==> config.mk <==
export PLATFORM = sky130hd
export DESIGN_NAME = reset_sequencer
export DESIGN_NICKNAME = d
export VERILOG_FILES = /design/src/rtl/reset_seq_pkg.sv /design/src/rtl/areset_srelease.sv /design/src/rtl/reset_sequencer.sv
export SDC_FILE = /design/constraint.sdc
export NUM_CORES = 1
export LEC_CHECK = 0
export CAP_MARGIN = 20
export CORE_MARGIN = 4
export CORE_UTILIZATION = 49
export CTS_CLUSTER_SIZE = 40
export DETAILED_ROUTE_END_ITERATION = 12
export GPL_TIMING_DRIVEN = 0
export PLACE_DENSITY = 0.9
export SLEW_MARGIN = 20
export SYNTH_ARGS = -nofsm -noshare
export SYNTH_HDL_FRONTEND = slang
export SYNTH_SLANG_ARGS = --single-unit
==> constraint.sdc <==
create_clock -name clk -period 2.4 [get_ports clk]
set_input_delay 0.24 -clock clk [delete_from_list [all_inputs] [get_ports clk]]
set_output_delay 0.24 -clock clk [all_outputs]
set_load 0.03 [all_outputs]
==> src/rtl/reset_seq_pkg.sv <==
// Shared types and helpers for the reset sequencer: FSM state encoding and
// extraction of one per-domain delay field from the packed delay bus.
package reset_seq_pkg;

    typedef enum logic [1:0] {
        HOLD,
        WAIT,
        DONE
    } state_t;

    // Widest packed delay bus the helper accepts (N_DOM*DLY_W must not exceed it).
    localparam int DLY_MAX = 256;

    function automatic logic [DLY_MAX-1:0] dly_field(input logic [DLY_MAX-1:0] dly,
                                                     input int unsigned        k,
                                                     input int unsigned        w);
        logic [DLY_MAX-1:0] mask;
        mask = (DLY_MAX'(1) << w) - DLY_MAX'(1);
        return (dly >> (k * w)) & mask;
    endfunction

endpackage

==> src/rtl/areset_srelease.sv <==
// Reset synchroniser: asserts immediately with the pad reset, releases only
// after STAGES clean clock edges so downstream flops never see a racy release.
module areset_srelease #(
    parameter int STAGES = 2
) (
    input  logic clk,
    input  logic i_rst,
    output logic o_rst
);

    logic [STAGES-1:0] sync_q;

    always_ff @(posedge clk or negedge i_rst) begin
        if (!i_rst) begin
            sync_q <= '0;
        end else begin
            sync_q <= {sync_q[STAGES-2:0], 1'b1};
        end
    end

    assign o_rst = sync_q[STAGES-1];

endmodule

==> src/rtl/reset_sequencer.sv <==
// Top-level reset sequencer: synchronises the pad reset, then releases N_DOM
// active-low domain resets in order with per-domain delays; supports sw re-sequence.
module reset_sequencer
    import reset_seq_pkg::*;
#(
    parameter int N_DOM    = 4,
    parameter int DLY_W    = 8,
    parameter int HOLD_CYC = 8
) (
    input  logic                   clk,
    input  logic                   i_rst,
    input  logic                   i_sw_rst_req,
    input  logic [N_DOM*DLY_W-1:0] i_dly,
    output logic [N_DOM-1:0]       o_rst,
    output logic                   o_busy,
    output logic                   o_done
);

    localparam int IDX_W  = (N_DOM > 1) ? $clog2(N_DOM) : 1;
    localparam int HCNT_W = (HOLD_CYC > 1) ? $clog2(HOLD_CYC) : 1;
    localparam logic [IDX_W-1:0]  LAST_IDX  = IDX_W'(N_DOM - 1);
    localparam logic [HCNT_W-1:0] HOLD_LOAD = HCNT_W'(HOLD_CYC - 1);

    logic               rst_sync;
    logic [DLY_MAX-1:0] dly_ext;

    state_t             state_q, state_d;
    logic [DLY_W-1:0]   cnt_q, cnt_d;
    logic [IDX_W-1:0]   idx_q, idx_d;
    logic [HCNT_W-1:0]  hcnt_q, hcnt_d;
    logic               sw_hold_q, sw_hold_d;
    logic [N_DOM-1:0]   rst_q, rst_d;
    logic               busy_q, busy_d;
    logic               done_q, done_d;

    areset_srelease #(.STAGES(2)) u_sync (
        .clk   (clk),
        .i_rst (i_rst),
        .o_rst (rst_sync)
    );

    assign dly_ext = DLY_MAX'(i_dly);

    always_ff @(posedge clk or negedge i_rst) begin
        if (!i_rst) begin
            state_q   <= HOLD;
            cnt_q     <= '0;
            idx_q     <= '0;
            hcnt_q    <= '0;
            sw_hold_q <= 1'b0;
            rst_q     <= '0;
            busy_q    <= 1'b1;
            done_q    <= 1'b0;
        end else begin
            state_q   <= state_d;
            cnt_q     <= cnt_d;
            idx_q     <= idx_d;
            hcnt_q    <= hcnt_d;
            sw_hold_q <= sw_hold_d;
            rst_q     <= rst_d;
            busy_q    <= busy_d;
            done_q    <= done_d;
        end
    end

    always_comb begin
        state_d   = state_q;
        cnt_d     = cnt_q;
        idx_d     = idx_q;
        hcnt_d    = hcnt_q;
        sw_hold_d = sw_hold_q;
        rst_d     = rst_q;
        busy_d    = busy_q;
        done_d    = done_q;

        if (i_sw_rst_req && (state_q != HOLD)) begin
            state_d   = HOLD;
            hcnt_d    = HOLD_LOAD;
            sw_hold_d = 1'b1;
            rst_d     = '0;
            busy_d    = 1'b1;
            done_d    = 1'b0;
        end else begin
            unique case (state_q)
                HOLD: begin
                    // A request while holding restarts the sw hold window.
                    if (i_sw_rst_req) begin
                        sw_hold_d = 1'b1;
                        hcnt_d    = HOLD_LOAD;
                    end else if (rst_sync && (!sw_hold_q || (hcnt_q == '0))) begin
                        state_d   = WAIT;
                        idx_d     = '0;
                        cnt_d     = DLY_W'(dly_field(dly_ext, 0, DLY_W));
                        sw_hold_d = 1'b0;
                    end else if (sw_hold_q) begin
                        hcnt_d = hcnt_q - HCNT_W'(1);
                    end
                end
                WAIT: begin
                    if (cnt_q != '0) begin
                        cnt_d = cnt_q - DLY_W'(1);
                    end else begin
                        rst_d[idx_q] = 1'b1;
                        if (idx_q == LAST_IDX) begin
                            state_d = DONE;
                            busy_d  = 1'b0;
                            done_d  = 1'b1;
                        end else begin
                            idx_d = idx_q + IDX_W'(1);
                            cnt_d = DLY_W'(dly_field(dly_ext, int'(idx_q) + 1, DLY_W));
                        end
                    end
                end
                DONE: begin
                    state_d = DONE;
                end
                default: begin
                    state_d = HOLD;
                end
            endcase
        end
    end

    assign o_rst  = rst_q;
    assign o_busy = busy_q;
    assign o_done = done_q;

endmodule

==> impl_results.md <==
- GP Congestion: 0.862
- Crit path launch type: flop
- Crit path capture type: flop
- Maxcap violations: 0
- ANT nets after route: 0
- Tot Pwr: 1800 uW
- CP max stage cell: nor4_1
- Row count: 20
- Share of cells above drive strength 1: 0.0929
- P&R area growth vs syn: 31.1%
- Max Clk Rate: 0.449 GHz
- Crit-path max FO: 9
- Type of the tightest min-delay check: reg -> reg
- RSZ-0062 raised after global routing: false
- Ys flop type: dfrtp_1
- Hold_ws: 365 ps
- Leakage power figure: 0.000862 uW
- Hpwl dp: 3.02 mm
- Hold Fails Final Rpt: 0
- Mapped Nets: 227
- Drt first pass iters: 4
- Crit path cell chain: buf_6 -> nor4_1 -> nand2_1 -> o21ai_0 -> nand2_1 -> mux2_2
- Final Slew Violations: 0
- Final worst path period share: 0.928
- First-pass GRT wire length: 6.67 mm
- Clk buf depth: 2
- Num CTS Buffers: 3
- 1st-iter DRT viols: 74
- Most used routing layer: met2
- Crit path time final: 2230 ps
- Mapped Cells: 182
- Fin util: 0.685
- Power Density: 842 nW/um2
- Port Buffer Count: 39
- GR Util met2: 0.329
- Crit path DAT: 2450 ps
- GRT met3 Usage: 0.0410
- Clk_skew: 10.0 ps
- DRC: 0
- Syn Std Cell Area: 1630 um2
- EDFF count, synth: 0
- Multi-input gate area: 942 um2
- Worst setup path category: reg -> reg
- Relative slew slack: 0.541
- Post-CTS Setup Inserts: 0
- Clock transition at the registers of the reported paths: 150 ps
- # diodes: 0
- CTS tree: done
- Die height: 65.7 um
- Vias in the first global route: 1,542
- Maximum VDD drop: 311 uV
- Status: completed
- Post-Route Setup TNS: 0 ps
- Core region area: 3130 um2
- Proportion of netlist area held by the largest area contributor: 0.352
- Tightest Pin Transition: 682 ps
- Area of the die: 4320 um2
- DR WL/cell: 15.0 um
- Clk Latency, worst-skew pair: 330 ps
- Finish-stage setup viols: 0
- Crit path required time: 2620 ps
- Most frequent cells in the layout: 38 x clkdlybuf4s50_1, 23 x dfrtp_1, 18 x nand2_1
- WL final: 4.04 mm
- Largest net degree at the start of global routing: 25
- Clock sink total: 24
- Yosys warns: 0
- Worst Path Buf+Inv: 1
- FFs w/ async S/R, synth: 1.00
- Gr ovfl total: 0
- GR Layer Usage met1: 0.238
- Cell taking the most area after synthesis: dfrtp_1
- Most common cell after layout, fill and taps aside: clkdlybuf4s50_1
- Clock H-tree levels: 1
- Initial antenna violation count: 0
- Initial core utilization: 0.522
- Max incr delay on CP: 610 ps
- Reg-to-reg setup timing slack: 170 ps
- Final #Nets: 272
- CP dominant cell by count: nand2_1
- Die span in x: 65.7 um
- Total track usage: 0.196
- Root buffer cell: clkbuf_4
- Reg area: 602 um2
- Sequential fraction of the synthesis area: 0.368
- # IOs: 41
- CP delay by family, top: simple AND/OR/NAND/NOR gates
- Synth top area cells: dfrtp_1 35%, ha_1 7.7%, a21oi_1 4.6%, nand2_1 4.1%, nor2_1 3.9%
- Reg2reg start: cnt_q[2]
- Setup ws final: 172 ps
- Yosys reg bits: 24
- Min-delay src: u_sync.sync_q[0]
- Via density: 5.69
- Mean Syn Cell Area: 8.98 um2
- CP Launch Point: cnt_q[2]
- DR vias: 1,535
- Pre-CTS WS: 217 ps
- Cell variety after synth: 46
- FILL cells: 239
final timing paths:
kind                                    end  cells after the start
setup / recovery                   idx_q[0]                      6
hold / removal             u_sync.sync_q[1]                      0
setup reg to reg                   idx_q[0]                      6
hold reg to reg            u_sync.sync_q[1]                      0
max in group asynchronous            o_busy                      2
min in group asynchronous          cnt_q[2]                      2
metal layers:
metal  wire (um)  vias up
met1        1690      734
li1            -      739
met3         243        6
met2        2040       56
met5           0        -
met4          70        0
cells by family after synthesis:
kind of cell	after synthesis	synth area share
AO/OA/AOI/OAI	54	0.230
other	1	0.00229
flip-flops	24	0.368
AND/OR/NAND/NOR	60	0.191
buffers and inverters	21	0.0582
XOR/XNOR	3	0.0161
multiplexers	9	0.0574
adder cells (fa/ha/maj)	10	0.0766
final cells by class:
| class | instances | area share |
|---|---|---|
| Inverter | 11 | 0.0193 |
| Clock buffer | 3 | 0.0105 |
| Clock inverter | 1 | 0.0140 |
| Timing Repair Buffer | 40 | 0.185 |
| Buffer | 10 | 0.0251 |
| Sequential cell | 24 | 0.281 |
| Tap cell | 44 | 0.0257 |
| Multi-Input combinational cell | 137 | 0.440 |
per-stage QoR:
stage               instance area [um2]  instances
floorplan                          1630        182
global placement                   2080        265
detailed placement                 2080        265
CTS                                2130        269
global route                       2140        270
finish                             2140        270
synth_stat cells, types with 3 or more instances:
master / number
o211ai_1: 3
nand3b_1: 4
inv_1: 11
dfrtp_1: 23
nand3_1: 5
nor2_1: 17
nor2b_1: 3
clkbuf_1: 7
mux2_2: 3
ha_1: 10
mux2i_1: 6
nand2_1: 18
o21ai_0: 9
a21oi_1: 15
xnor2_1: 3
a31oi_1: 6
timing repair:
| item | 4_1_cts | 5_1_grt |
|---|---|---|
| resized for setup | 0 | 1 |
| setup endpoints to repair | 0 | 1 |
| hold buffers | 0 | 1 |
| hold endpoints to repair | 0 | 23 |
state kept, by name (all words and copies together), names as in the netlist:
register / count
hcnt_q: 3
state_q: 2
o_done: 1
sw_hold_q: 1
o_busy: 1
o_rst: 4
idx_q: 2
cnt_q: 8
u_sync.sync_q: 2
power by group:
part | internal (uW) | switching (uW) | total (uW)
Sequential | 512 | 128 | 640
Combinational | 380 | 480 | 860
Clock | 169 | 135 | 303
No activity file was read; power rests on OpenSTA's default activity.
